--- config.mk ---
export PLATFORM = sky130hd
export DESIGN_NAME = conway_sequencer
export DESIGN_NICKNAME = d
export VERILOG_FILES = /design/src/rtl/conway_pkg.sv /design/src/rtl/seq_down_counter.sv /design/src/rtl/conway_sequencer.sv
export SDC_FILE = /design/constraint.sdc
export NUM_CORES = 1
export LEC_CHECK = 0
export ABC_CLOCK_PERIOD_IN_PS = 3100
export CORE_MARGIN = 2
export CORE_UTILIZATION = 54
export DETAILED_ROUTE_END_ITERATION = 8
export MAX_ROUTING_LAYER = met4
export PLACE_DENSITY = 0.87
export SETUP_SLACK_MARGIN = 0.4
export SLEW_MARGIN = 20
export SYNTH_ARGS = -nofsm -noshare
export SYNTH_HDL_FRONTEND = slang
export SYNTH_HIERARCHICAL = 1
export SYNTH_SLANG_ARGS = --single-unit
--- constraint.sdc ---
create_clock -name clk -period 3.1 [get_ports clk]
set_clock_uncertainty 0.2 [all_clocks]
set_input_delay 0.62 -clock clk [delete_from_list [all_inputs] [get_ports clk]]
set_output_delay 0.62 -clock clk [all_outputs]
set_load 0.02 [all_outputs]
--- src/rtl/conway_pkg.sv ---
// rtl/conway_pkg.sv - command and state encodings shared by the Conway sequencer.
package conway_pkg;

  typedef enum logic [1:0] {
    OP_LOAD = 2'd0,
    OP_RUN  = 2'd1,
    OP_DUMP = 2'd2,
    OP_RSVD = 2'd3
  } cmd_op_t;

  typedef enum logic [2:0] {
    ST_IDLE,
    ST_LOAD,
    ST_RUN,
    ST_DUMP,
    ST_DRAIN
  } state_t;

endpackage

--- src/rtl/seq_down_counter.sv ---
// rtl/seq_down_counter.sv - loadable down-counter with enable and last-count flag.
module seq_down_counter #(
  parameter int W = 8
) (
  input  logic         clk,
  input  logic         reset,
  input  logic         load_i,
  input  logic [W-1:0] load_val_i,
  input  logic         en_i,
  output logic         last_o
);

  logic [W-1:0] count_q, count_d;

  always_comb begin
    count_d = count_q;
    if (load_i) begin
      count_d = load_val_i;
    end else if (en_i && (count_q != '0)) begin
      count_d = count_q - 1'b1;
    end
  end

  always_ff @(posedge clk or posedge reset) begin
    if (reset) begin
      count_q <= '0;
    end else begin
      count_q <= count_d;
    end
  end

  // Flags the final unit of work so the FSM can leave on the same edge.
  assign last_o = (count_q == W'(1));

endmodule

--- src/rtl/conway_sequencer.sv ---
// rtl/conway_sequencer.sv - LOAD/RUN/DUMP strobe sequencer for the Conway grid memory.
// Optional RUN/DUMP pause input enabled by CONWAY_SEQ_PAUSE_EN.
module conway_sequencer
  import conway_pkg::*;
#(
  parameter int DATA_SIZE = 64,
  parameter int GEN_W     = 16
) (
  input  logic             clk,
  input  logic             reset,
  input  logic             cmd_valid,
  output logic             cmd_ready,
  input  logic [1:0]       cmd_op,
  input  logic [GEN_W-1:0] cmd_gens,
  input  logic             bit_valid,
`ifdef CONWAY_SEQ_PAUSE_EN
  input  logic             pause,
`endif
  output logic             load_mode,
  output logic             run_mode,
  output logic             output_mode,
  output logic             serial_out_valid,
  output logic             done,
  output logic             cmd_err,
  output logic [GEN_W-1:0] gens_done
);

  localparam int BIT_W = $clog2(DATA_SIZE + 1);

  state_t           state_q, state_d;
  logic             done_q, done_d;
  logic             err_q, err_d;
  logic             sov_q;
  logic [GEN_W-1:0] gens_q, gens_d;
  logic             bit_load, bit_en, bit_last;
  logic             gen_load, gen_last;
  logic             hold;
  cmd_op_t          op;

  assign op = cmd_op_t'(cmd_op);

`ifdef CONWAY_SEQ_PAUSE_EN
  assign hold = pause;
`else
  assign hold = 1'b0;
`endif

  always_comb begin
    state_d     = state_q;
    done_d      = 1'b0;
    err_d       = 1'b0;
    gens_d      = gens_q;
    bit_load    = 1'b0;
    bit_en      = 1'b0;
    gen_load    = 1'b0;
    cmd_ready   = 1'b0;
    load_mode   = 1'b0;
    run_mode    = 1'b0;
    output_mode = 1'b0;
    case (state_q)
      ST_IDLE: begin
        cmd_ready = 1'b1;
        if (cmd_valid) begin
          case (op)
            OP_LOAD: begin
              state_d  = ST_LOAD;
              bit_load = 1'b1;
            end
            OP_RUN: begin
              gens_d = '0;
              // A zero-generation RUN completes without ever leaving IDLE.
              if (cmd_gens == '0) begin
                done_d = 1'b1;
              end else begin
                state_d  = ST_RUN;
                gen_load = 1'b1;
              end
            end
            OP_DUMP: begin
              state_d  = ST_DUMP;
              bit_load = 1'b1;
            end
            default: err_d = 1'b1;
          endcase
        end
      end
      ST_LOAD: begin
        load_mode = bit_valid;
        bit_en    = bit_valid;
        if (bit_valid && bit_last) begin
          state_d = ST_IDLE;
          done_d  = 1'b1;
        end
      end
      ST_RUN: begin
        if (!hold) begin
          run_mode = 1'b1;
          gens_d   = gens_q + 1'b1;
          if (gen_last) begin
            state_d = ST_IDLE;
            done_d  = 1'b1;
          end
        end
      end
      ST_DUMP: begin
        if (!hold) begin
          output_mode = 1'b1;
          bit_en      = 1'b1;
          if (bit_last) begin
            state_d = ST_DRAIN;
          end
        end
      end
      ST_DRAIN: state_d = ST_IDLE;
      default:  state_d = ST_IDLE;
    endcase
  end

  always_ff @(posedge clk or posedge reset) begin
    if (reset) begin
      state_q <= ST_IDLE;
      done_q  <= 1'b0;
      err_q   <= 1'b0;
      sov_q   <= 1'b0;
      gens_q  <= '0;
    end else begin
      state_q <= state_d;
      done_q  <= done_d;
      err_q   <= err_d;
      sov_q   <= output_mode;
      gens_q  <= gens_d;
    end
  end

  seq_down_counter #(.W(BIT_W)) u_bit_cnt (
    .clk        (clk),
    .reset      (reset),
    .load_i     (bit_load),
    .load_val_i (BIT_W'(DATA_SIZE)),
    .en_i       (bit_en),
    .last_o     (bit_last)
  );

  seq_down_counter #(.W(GEN_W)) u_gen_cnt (
    .clk        (clk),
    .reset      (reset),
    .load_i     (gen_load),
    .load_val_i (cmd_gens),
    .en_i       (run_mode),
    .last_o     (gen_last)
  );

  // DRAIN carries the final registered serial bit, so completion lands on it.
  assign done             = done_q | (state_q == ST_DRAIN);
  assign serial_out_valid = sov_q;
  assign cmd_err          = err_q;
  assign gens_done        = gens_q;

endmodule
## Word level (Yosys, flattened, before mapping)

Index checks and enable logic that the tools add are counted.

- Register bits after elaboration: 45
- Latch bits: 0
- Memory bits (writable): 0
- ROM bits: 0
- Input port bits: 22
- Output and inout port bits: 23
- Word-level logic and storage cells: 76
- Memories kept: 0

- Add/sub/neg operators: 3
- Multipliers: 0
- Divide/modulo/power cells: 0
- Order comparisons: 0
- Equality and inequality tests: 15
- Shifts and indexed selects: 0
- Mux-type cells: 35
- Bitwise gates (word level): 1
- Reductions and logical operators: 15

Operator list:

| operator | count |
|---|---|
| two-way mux 16 bit | 4 |
| one-hot mux 16 bit (2 select lines) | 1 |
| two-way mux 1 bit | 19 |
| adder 16 x 1 -> 16 bit, second input constant | 1 |
| equality test 16 x 1 -> 1 bit, second input constant | 1 |
| zero test 16 bit | 1 |
| nonzero test 16 bit | 1 |
| subtractor 16 x 1 -> 16 bit, second input constant | 1 |
| two-way mux 3 bit | 5 |
| two-way mux 7 bit | 2 |
| one-hot mux 3 bit (4 select lines) | 1 |
| one-hot mux 3 bit (3 select lines) | 1 |
| inequality test 2 bit, second input constant | 4 |
| equality test 7 x 1 -> 1 bit, second input constant | 1 |
| nonzero test 7 bit | 1 |
| subtractor 7 x 1 -> 7 bit, second input constant | 1 |
| equality test 3 x 2 -> 1 bit, second input constant | 2 |
| AND reduction 6 bit | 1 |
| nonzero test 2 bit | 3 |
| inequality test 4 x 1 -> 1 bit, second input constant | 1 |
| equality test 3 x 1 -> 1 bit, second input constant | 1 |
| equality test 3 bit, second input constant | 1 |
| logical AND 1 bit | 3 |
| zero test 3 bit | 1 |
| other kinds (11) | 11 |

## Depth between registers and ports, before layout

Gate-level depths: netlist (run 1).

- Word-level depth: 6
- Gate-level depth with buffers: 9
- Gate-level depth less buffers: 8

## Cells and area by module

The synthesis (run 1) kept the hierarchy.

Modules (own cells, without submodules):

| module | times used | cells an instance | area an instance (um^2) | seq. area each (um^2) |
|---|---|---|---|---|
| conway_sequencer | 1 | 136 | 1,297.5 | 550.5 |
| seq_down_counter (u_gen_cnt) | 1 | 122 | 1,072.3 | 400.4 |
| seq_down_counter (u_bit_cnt) | 1 | 53 | 515.5 | 175.2 |

## Least setup slack after synthesis (run 1)

Ideal clock, no wire load.

- Path kind: register to register
- Start point: register state_q[0]
- End point: register u_gen_cnt.count_q[15]
- Library setup time: 0.082 ns
- Arrival time: 2.394 ns
- Required time: 2.818 ns
- Setup slack: 0.424 ns
- Cell stages (with the launch flop): 8
- Path buffers: 1
- Period minus slack after synthesis: 2.676 ns
- Cells stage by stage: dfrtp_1 buf_4 or3_1 inv_1 inv_1 a41oi_1 or4b_1 a31oi_1

- Cells in the longest elaborated chain, start to end: 4
- Elaborated cells on any way between the ends: 7
- Classes of those cells: 1 x eq/ne; 3 x mux; 3 x reduce/logical

Ends and longest elaborated chain:

| element | RTL line | text |
|---|---|---|
| start: declaration | conway_sequencer.sv:30 | `state_t state_q, state_d;` |
| start signal: assignment | conway_sequencer.sv:127 | `state_q <= state_d;` |
| equality test 3 x 2 -> 1 bit | conway_sequencer.sv:60 | `case (state_q)` |
| two-way mux 1 bit | conway_sequencer.sv:60 |  |
| named net run_mode | conway_sequencer.sv:20 | `output logic run_mode,` |
| logical AND 1 bit | seq_down_counter.sv:19 | `end else if (en_i && (count_q != '0)) begin` |
| nonzero test 2 bit (no source line) | n/a |  |
| end signal: assignment | seq_down_counter.sv:28 | `count_q <= count_d;` |
| end: declaration | seq_down_counter.sv:13 | `logic [W-1:0] count_q, count_d;` |

The timed path passes the listed nets, and every way through them passes these cells.
A chain may end at the register's enable or synchronous reset.

## Final worst setup path (run 1)

- Start point: input cmd_op[1]
- End point: register gens_q[15], in the netlist gens_done[15]

- Cells in the longest elaborated chain, start to end: 3

Ends and longest elaborated chain:

| element | RTL line | text |
|---|---|---|
| start: declaration | conway_sequencer.sv:13 | `input logic [1:0] cmd_op,` |
| equality test 2 x 1 -> 1 bit | conway_sequencer.sv:64 | `case (op)` |
| inequality test 2 x 1 -> 1 bit (no source line) | n/a |  |
| AND reduction 3 bit (no source line) | n/a |  |
| end signal: assignment | conway_sequencer.sv:131 | `gens_q <= gens_d;` |
| end: declaration | conway_sequencer.sv:34 | `logic [GEN_W-1:0] gens_q, gens_d;` |

No other way between the ends.

==> flow_summary.toml, run 1 <==
[global_route]
grt_first_pass_wirelength_um = 12100
grt_max_degree = 23
antenna_found_initial = 0
grt_pass1_vias = 2525
grt-ovfl-total = 0
grt.total_usage = 0.260

[worst_setup_path]
cpMostUsedCell = "a21oi_1"
critPathSlowestCell = "or3_4"
cp.arrival_ns = 2.64
startpoint_type = "primary input"
crit_type = "in -> reg"
cp_data_required_time_ns = 3.13
critPathMaxFanout = 10
end_kind = "flip-flop"
cpPeakStageDelay_ns = 0.48
cp_cell_sequence = "clkdlybuf4s50_1 -> inv_1 -> ha_1 -> a21oi_1 -> or3_4 -> or4_1 -> a21oi_1"

[timing]
setup_violations = 0
fin_crit_ns = 2.60
slew_viol_final = 0
finalSetupTns_ns = 0
hold_viol = 0
relSlewSlack = 0.440
post-route-period-util = 0.840
worst_slack_ns = 0.497
rsz0062_at_grt = "true"
max_freq_mhz = 384
worst_pin_slew_ns = 0.839

[placement]
io_buffers = 44
post-place-cells = 428
dpl_worst_slack_ns = 0.201
gp_routability_congestion = 0.946
hpwl_um = 5170

[power]
power.static_leakage_uw = 0.00143
p_per_area_nw_per_um2 = 733
max-vdd-ir-drop_mv = 0.481

[clock_tree]
clk_latency_ns = 0.31
cts_tree = "built"
postCtsSetupBuffers = 0
cts.clk_slew.worst_paths_ns = 0.08
cts_root_buffer = "clkbuf_8"
clk_path_buf_depth = 2
h-tree-depth = 2
cts_made_buffers = 5
cts.sinks = 45

[route]
routed-wl-met3_um = 426
wl_um = 7270
wl_met2_um = 3630
drt_iter0_markers = 298
via_per_inst = 6.35
wire_per_inst_um = 16.7
vias = 2761
drtPass1Iterations = 5
m1WireLength_um = 3080
highest_layer = "met4"
antenna_left = 0
drc = 0

[synth]
synth-edff-count = 0
synthDistinctLibCells = 69
synthArstFlopShare = 1.00
ys.flop_type = "dfrtp_1"
netlist_area_sq_um = 2890
ys_warn_count = 6
netlist_instances = 311
synth_area_per_cell_sq_um = 9.28
yosysSeqAreaShare = 0.390
synth-seq-cells = 45

[status]
status = "complete, no violations"

[min_path]
min_path_type = "reg -> reg"

[die]
rows = 26
top_level_ports = 45
initial_utilization = 0.561
die_height_um = 77.1
die_area_sq_um = 5940
coreArea_sq_um = 5140
die_x_um = 77.1

[finish]
finalNetCount = 398
diodes = 0
final_cell_mix = "dfrtp_1 (44), clkdlybuf4s50_1 (40), nor2_1 (31)"
fill_cells = 427
drive_gt1_frac = 0.0932
stdcell_count = 435
area_growth_pct = 23.9
layout_commonest_cell = "dfrtp_1"

[job]
maxCapViolCount = 0
-- path summary, 6_finish.rpt --
path,from,endpoint,slack [ns],cells after the start
setup / recovery,cmd_op[1],gens_done[15],0.50,7
hold / removal,gens_done[15],gens_done[15],0.37,2
setup reg to reg,state_q[0],u_gen_cnt/count_q[12],0.50,6
hold reg to reg,gens_done[15],gens_done[15],0.37,2
min in group asynchronous,reset,u_bit_cnt/count_q[2],0.41,2
max in group asynchronous,reset,state_q[0],1.50,2
-- critical path: cells and delay by family --
family / cells / cell delay (ns)
and+or+nand+nor: 2 / 0.89
buffers and inverters: 2 / 0.58
AOI/OAI and AO/OA: 2 / 0.37
adders and majority gates: 1 / 0.18
-- per-stage QoR --
step | cell area (sq um) | total power [uW] | util | hold WS [ns]
floorplan | 2900 | 1750 | - | 0.223
global placement | 3450 | 2060 | 0.670 | 0.346
detailed placement | 3450 | 2130 | 0.670 | 0.358
CTS | 3550 | 2580 | 0.690 | 0.371
global route | 3570 | 2780 | 0.695 | 0.417
finish | 3570 | 2620 | 0.695 | 0.375
-- logic make-up after synthesis --
family / count (synthesis) / synth area share
simple gates: 140 / 0.301
compound gates: 73 / 0.186
flops: 45 / 0.390
buf+inv: 31 / 0.0447
fa+ha+maj: 11 / 0.0477
xor+xnor: 8 / 0.0243
other cells: 2 / 0.00260
mux: 1 / 0.00347
-- cell type report --
class,instances,area [sq um],area share
clock inverter,2,35.0,0.00980
clock buffer,5,68.8,0.0193
multi-input combinational,240,1670,0.467
sequential,45,1130,0.315
tap,70,87.6,0.0245
inverter,20,77.6,0.0217
timing repair buffer,53,510,0.143
-- per-layer routing --
metal | global-route usage | up-vias
met2 | 0.421 | 108
met1 | 0.335 | 1350
met5 | - | -
li1 | - | 1282
met3 | 0.0447 | 21
met4 | 0.0821 | 0
-- where the power goes --
group | switching [uW] | internal (uW)
logic | 562 | 501
registers | 325 | 786
clock network | 211 | 235
-- flip-flops by register name, indices dropped and copies added, names as in the netlist --
name               flops
done_q                 1
state_q                3
cmd_err                1
u_bit_cnt/count_q      7
gens_done             16
serial_out_valid       1
u_gen_cnt/count_q     16
-- synth_stat cells (all sizes together), types with 2 or more instances --
library cell  instances  area (sq um)
dfrtp                45          1130
nor2                 31           116
nand2                22          82.6
inv                  20          75.1
a21oi                13          65.1
nor4                 13           118
or3                  13          91.3
ha                   11           138
a31oi                10          62.6
o31ai                10          75.1
o21ai                 9          45.0
nand3                 8          40.0
nor3                  7          40.0
xnor2                 7          61.3
clkbuf                6          22.5
nand4                 6          37.5
or4                   6          48.8
buf                   5          31.3
or4b                  5          50.1
and3                  4          25.0
a211o                 3          26.3
a2bb2oi               3          32.5
and4                  3          26.3
nand2b                3          18.8
nor2b                 3          18.8
nor3b                 3          27.5
o41ai                 3          26.3
a221o                 2          20.0
a311o                 2          20.0
a41oi                 2          17.5
conb                  2          7.51
nand3b                2          15.0
nand4bb               2          38.8
nor4b                 2          17.5
o211a                 2          20.0
o311ai                2          25.0
or2                   2          12.5
-- timing repair --
| item | in CTS | in global routing |
|---|---|---|
| hold buffers | 0 | 0 |
| pin swaps | 0 | 0 |
| resized for setup | 3 | 7 |
| endpoints found under the setup margin | 4 | 7 |
Note: power is estimated with default switching activity, not from simulation.
==> inputs of run 2 (changes only) <==
--- a/config.mk
+++ b/config.mk
@@ -5,12 +5,12 @@
 export SDC_FILE = /design/constraint.sdc
 export NUM_CORES = 1
 export LEC_CHECK = 0
-export ABC_CLOCK_PERIOD_IN_PS = 3100
+export ABC_CLOCK_PERIOD_IN_PS = 2390
 export CORE_MARGIN = 2
-export CORE_UTILIZATION = 54
+export CORE_UTILIZATION = 49
 export DETAILED_ROUTE_END_ITERATION = 8
 export MAX_ROUTING_LAYER = met4
-export PLACE_DENSITY = 0.87
+export PLACE_DENSITY = 0.84
 export SETUP_SLACK_MARGIN = 0.4
 export SLEW_MARGIN = 20
 export SYNTH_ARGS = -nofsm -noshare
==> constraint.sdc (replaced) <==
create_clock -name clk -period 2.39 [get_ports clk]
set_clock_uncertainty 0.2 [all_clocks]
set_input_delay 0.478 -clock clk [delete_from_list [all_inputs] [get_ports clk]]
set_output_delay 0.478 -clock clk [all_outputs]
set_load 0.02 [all_outputs]
==> flow_summary.toml, run 2 (synthesis gave the netlist of run 1 again) <==
[status]
status = "finished, violations left"
violations = "setup timing"

[finish]
finalNetCount = 483
multi_input_area_sq_um = 2100
fill_cells = 263
layout_commonest_cell = "buf_4"
area_growth_pct = 66.0
final_cell_mix = "buf_4 (66), dfrtp_1 (42), buf_6 (30)"
layout.area.seq_sq_um = 1130
stdcell_count = 523
utilization = 0.854
drive_gt1_frac = 0.426
diodes = 0
final_area_sq_um = 4790

[power]
switching_power_uw = 2080
clock_power_share = 0.145
p_comb_frac = 0.549
p_per_area_nw_per_um2 = 1010
p_seq_frac = 0.307
power.static_leakage_uw = 0.00209
switching_share = 0.431
intPower_uw = 2750
p_total_uw = 4830
max-vdd-ir-drop_mv = 0.693

[clock_tree]
cts.clk_slew.worst_paths_ns = 0.08
ctsHoldBuffers = 0
h-tree-depth = 2
clk_path_buf_depth = 2
clk_latency_ns = 0.31
cts_made_buffers = 5
cts_tree = "built"
cts.sinks = 45
cts_root_buffer = "clkbuf_8"

[die]
initial_utilization = 0.515
rows = 27
top_level_ports = 45
coreArea_sq_um = 5610
die_height_um = 80.7
die_area_sq_um = 6520
die_x_um = 80.7

[timing]
relSlewSlack = 0.536
slew_viol_final = 0
post-route-period-util = 1.05
fin_crit_ns = 2.51
max_freq_mhz = 398
worst_pin_slew_ns = 0.696
rsz0062_at_grt = "true"
setup_violations = 4
hold_viol = 0
worst_slack_ns = -0.122
holdWs_ns = 0.305

[global_route]
antenna_found_initial = 0
grt_pass1_vias = 3351
grt_first_pass_wirelength_um = 16300
grt_max_degree = 23
grt-ovfl-total = 0
grt.total_usage = 0.336

[route]
drt_iter0_markers = 442
drc = 0
vias = 3591
via_per_inst = 6.87
drtPass1Iterations = 5
antenna_left = 0
wl_um = 12900
wire_per_inst_um = 24.7

[worst_setup_path]
crit_type = "reg -> reg"
r2r-start = "state_q[1]"
cp_data_required_time_ns = 2.35
critPathMaxFanout = 5
cp.arrival_ns = 2.48
startpoint = "state_q[1]"
startpoint_type = "flip-flop"
end_kind = "flip-flop"

[placement]
hpwl_um = 5530
dpl_cell_area_sq_um = 3720
io_buffers = 44
post-place-cells = 458
gp_routability_congestion = 0.927

[job]
maxCapViolCount = 0

[min_path]
min_path_type = "in -> async"
==> run 2: cell count changes in the layout (fill, tap and decap cells not counted), moves of 6 or more <==
cell             previous run  this run
nor4_1                      8         2
dlygate4sd2_1               2        28
inv_1                      19        12
clkdlybuf4s50_1            40        10
buf_6                       0        30
nor2_1                     31        24
buf_4                       9        66
==> run 2: critical path: stages, from the launching register on <==
cell and delay, ns:
dfrtp_1 0.39, inv_2 0.06, or3_4 0.41, inv_8 0.07, buf_4 0.12, buf_6 0.11, clkinvlp_4 0.08, a41oi_2 0.20
buf_6 0.15, buf_4 0.12, a21oi_2 0.05, o31ai_1 0.39
==> run 2: timing repair <==
action / 4_1_cts / 5_1_grt
cloned: 1 / 0
pin swaps: 36 / 26
endpoints found under the setup margin: 59 / 45
endpoints found under the hold margin: 0 / 0
resized for setup: 113 / 70
buffers inserted: 41 / 15
==> run 2: through the flow <==
step           setup WS [ns]  setup TNS [ns]
3_5_place_dp          -0.189           -1.65
3_3_place_gp          -0.109          -0.738
2_1_floorplan         0.0251               0
5_1_grt               -0.126          -0.370
6_report              -0.122          -0.280
4_1_cts               0.0853               0
==> run 2: final cells by class <==
cell class,count,area share
Sequential cell,45,0.236
Inverter,20,0.0185
Multi-Input combinational cell,240,0.438
Clock inverter,3,0.0136
Clock buffer,5,0.0144
Timing Repair Buffer,138,0.261
Tap cell,72,0.0188
==> run 2: power groups by stage <==
stage	registers, uW	logic, uW	clock network [uW]
finish	1480	2650	699
global route	1490	2760	726
CTS	1380	2040	704
detailed placement	1390	1590	0
global placement	1370	1530	0
floorplan	1380	945	0
==> run 2: final timing paths <==
check                      slack, ns                     to  depth (start not counted)
max                            -0.12   u_gen_cnt/count_q[2]                         11
min                             0.31   u_bit_cnt/count_q[3]                          2
max reg2reg                    -0.12   u_gen_cnt/count_q[2]                         11
min reg2reg                     0.41          gens_done[15]                          2
max in group asynchronous       1.04  u_gen_cnt/count_q[15]                          2
min in group clk                0.37   u_gen_cnt/count_q[1]                          3
==> run 2: metal layers <==
layer	track usage	share of wire	vias up
met2	0.567	0.47	316
met4	0.173	0.084	0
met5	-	0	-
li1	-	-	1449
met1	0.378	0.36	1714
met3	0.0700	0.094	112
==> inputs of run 3 (changes only) <==
--- a/config.mk
+++ b/config.mk
@@ -5,7 +5,6 @@
 export SDC_FILE = /design/constraint.sdc
 export NUM_CORES = 1
 export LEC_CHECK = 0
-export ABC_CLOCK_PERIOD_IN_PS = 2390
 export CORE_MARGIN = 2
 export CORE_UTILIZATION = 49
 export DETAILED_ROUTE_END_ITERATION = 8
==> results of run 3 <==
Same layout as run 2: the final DEF is identical, and so are final timing and power.
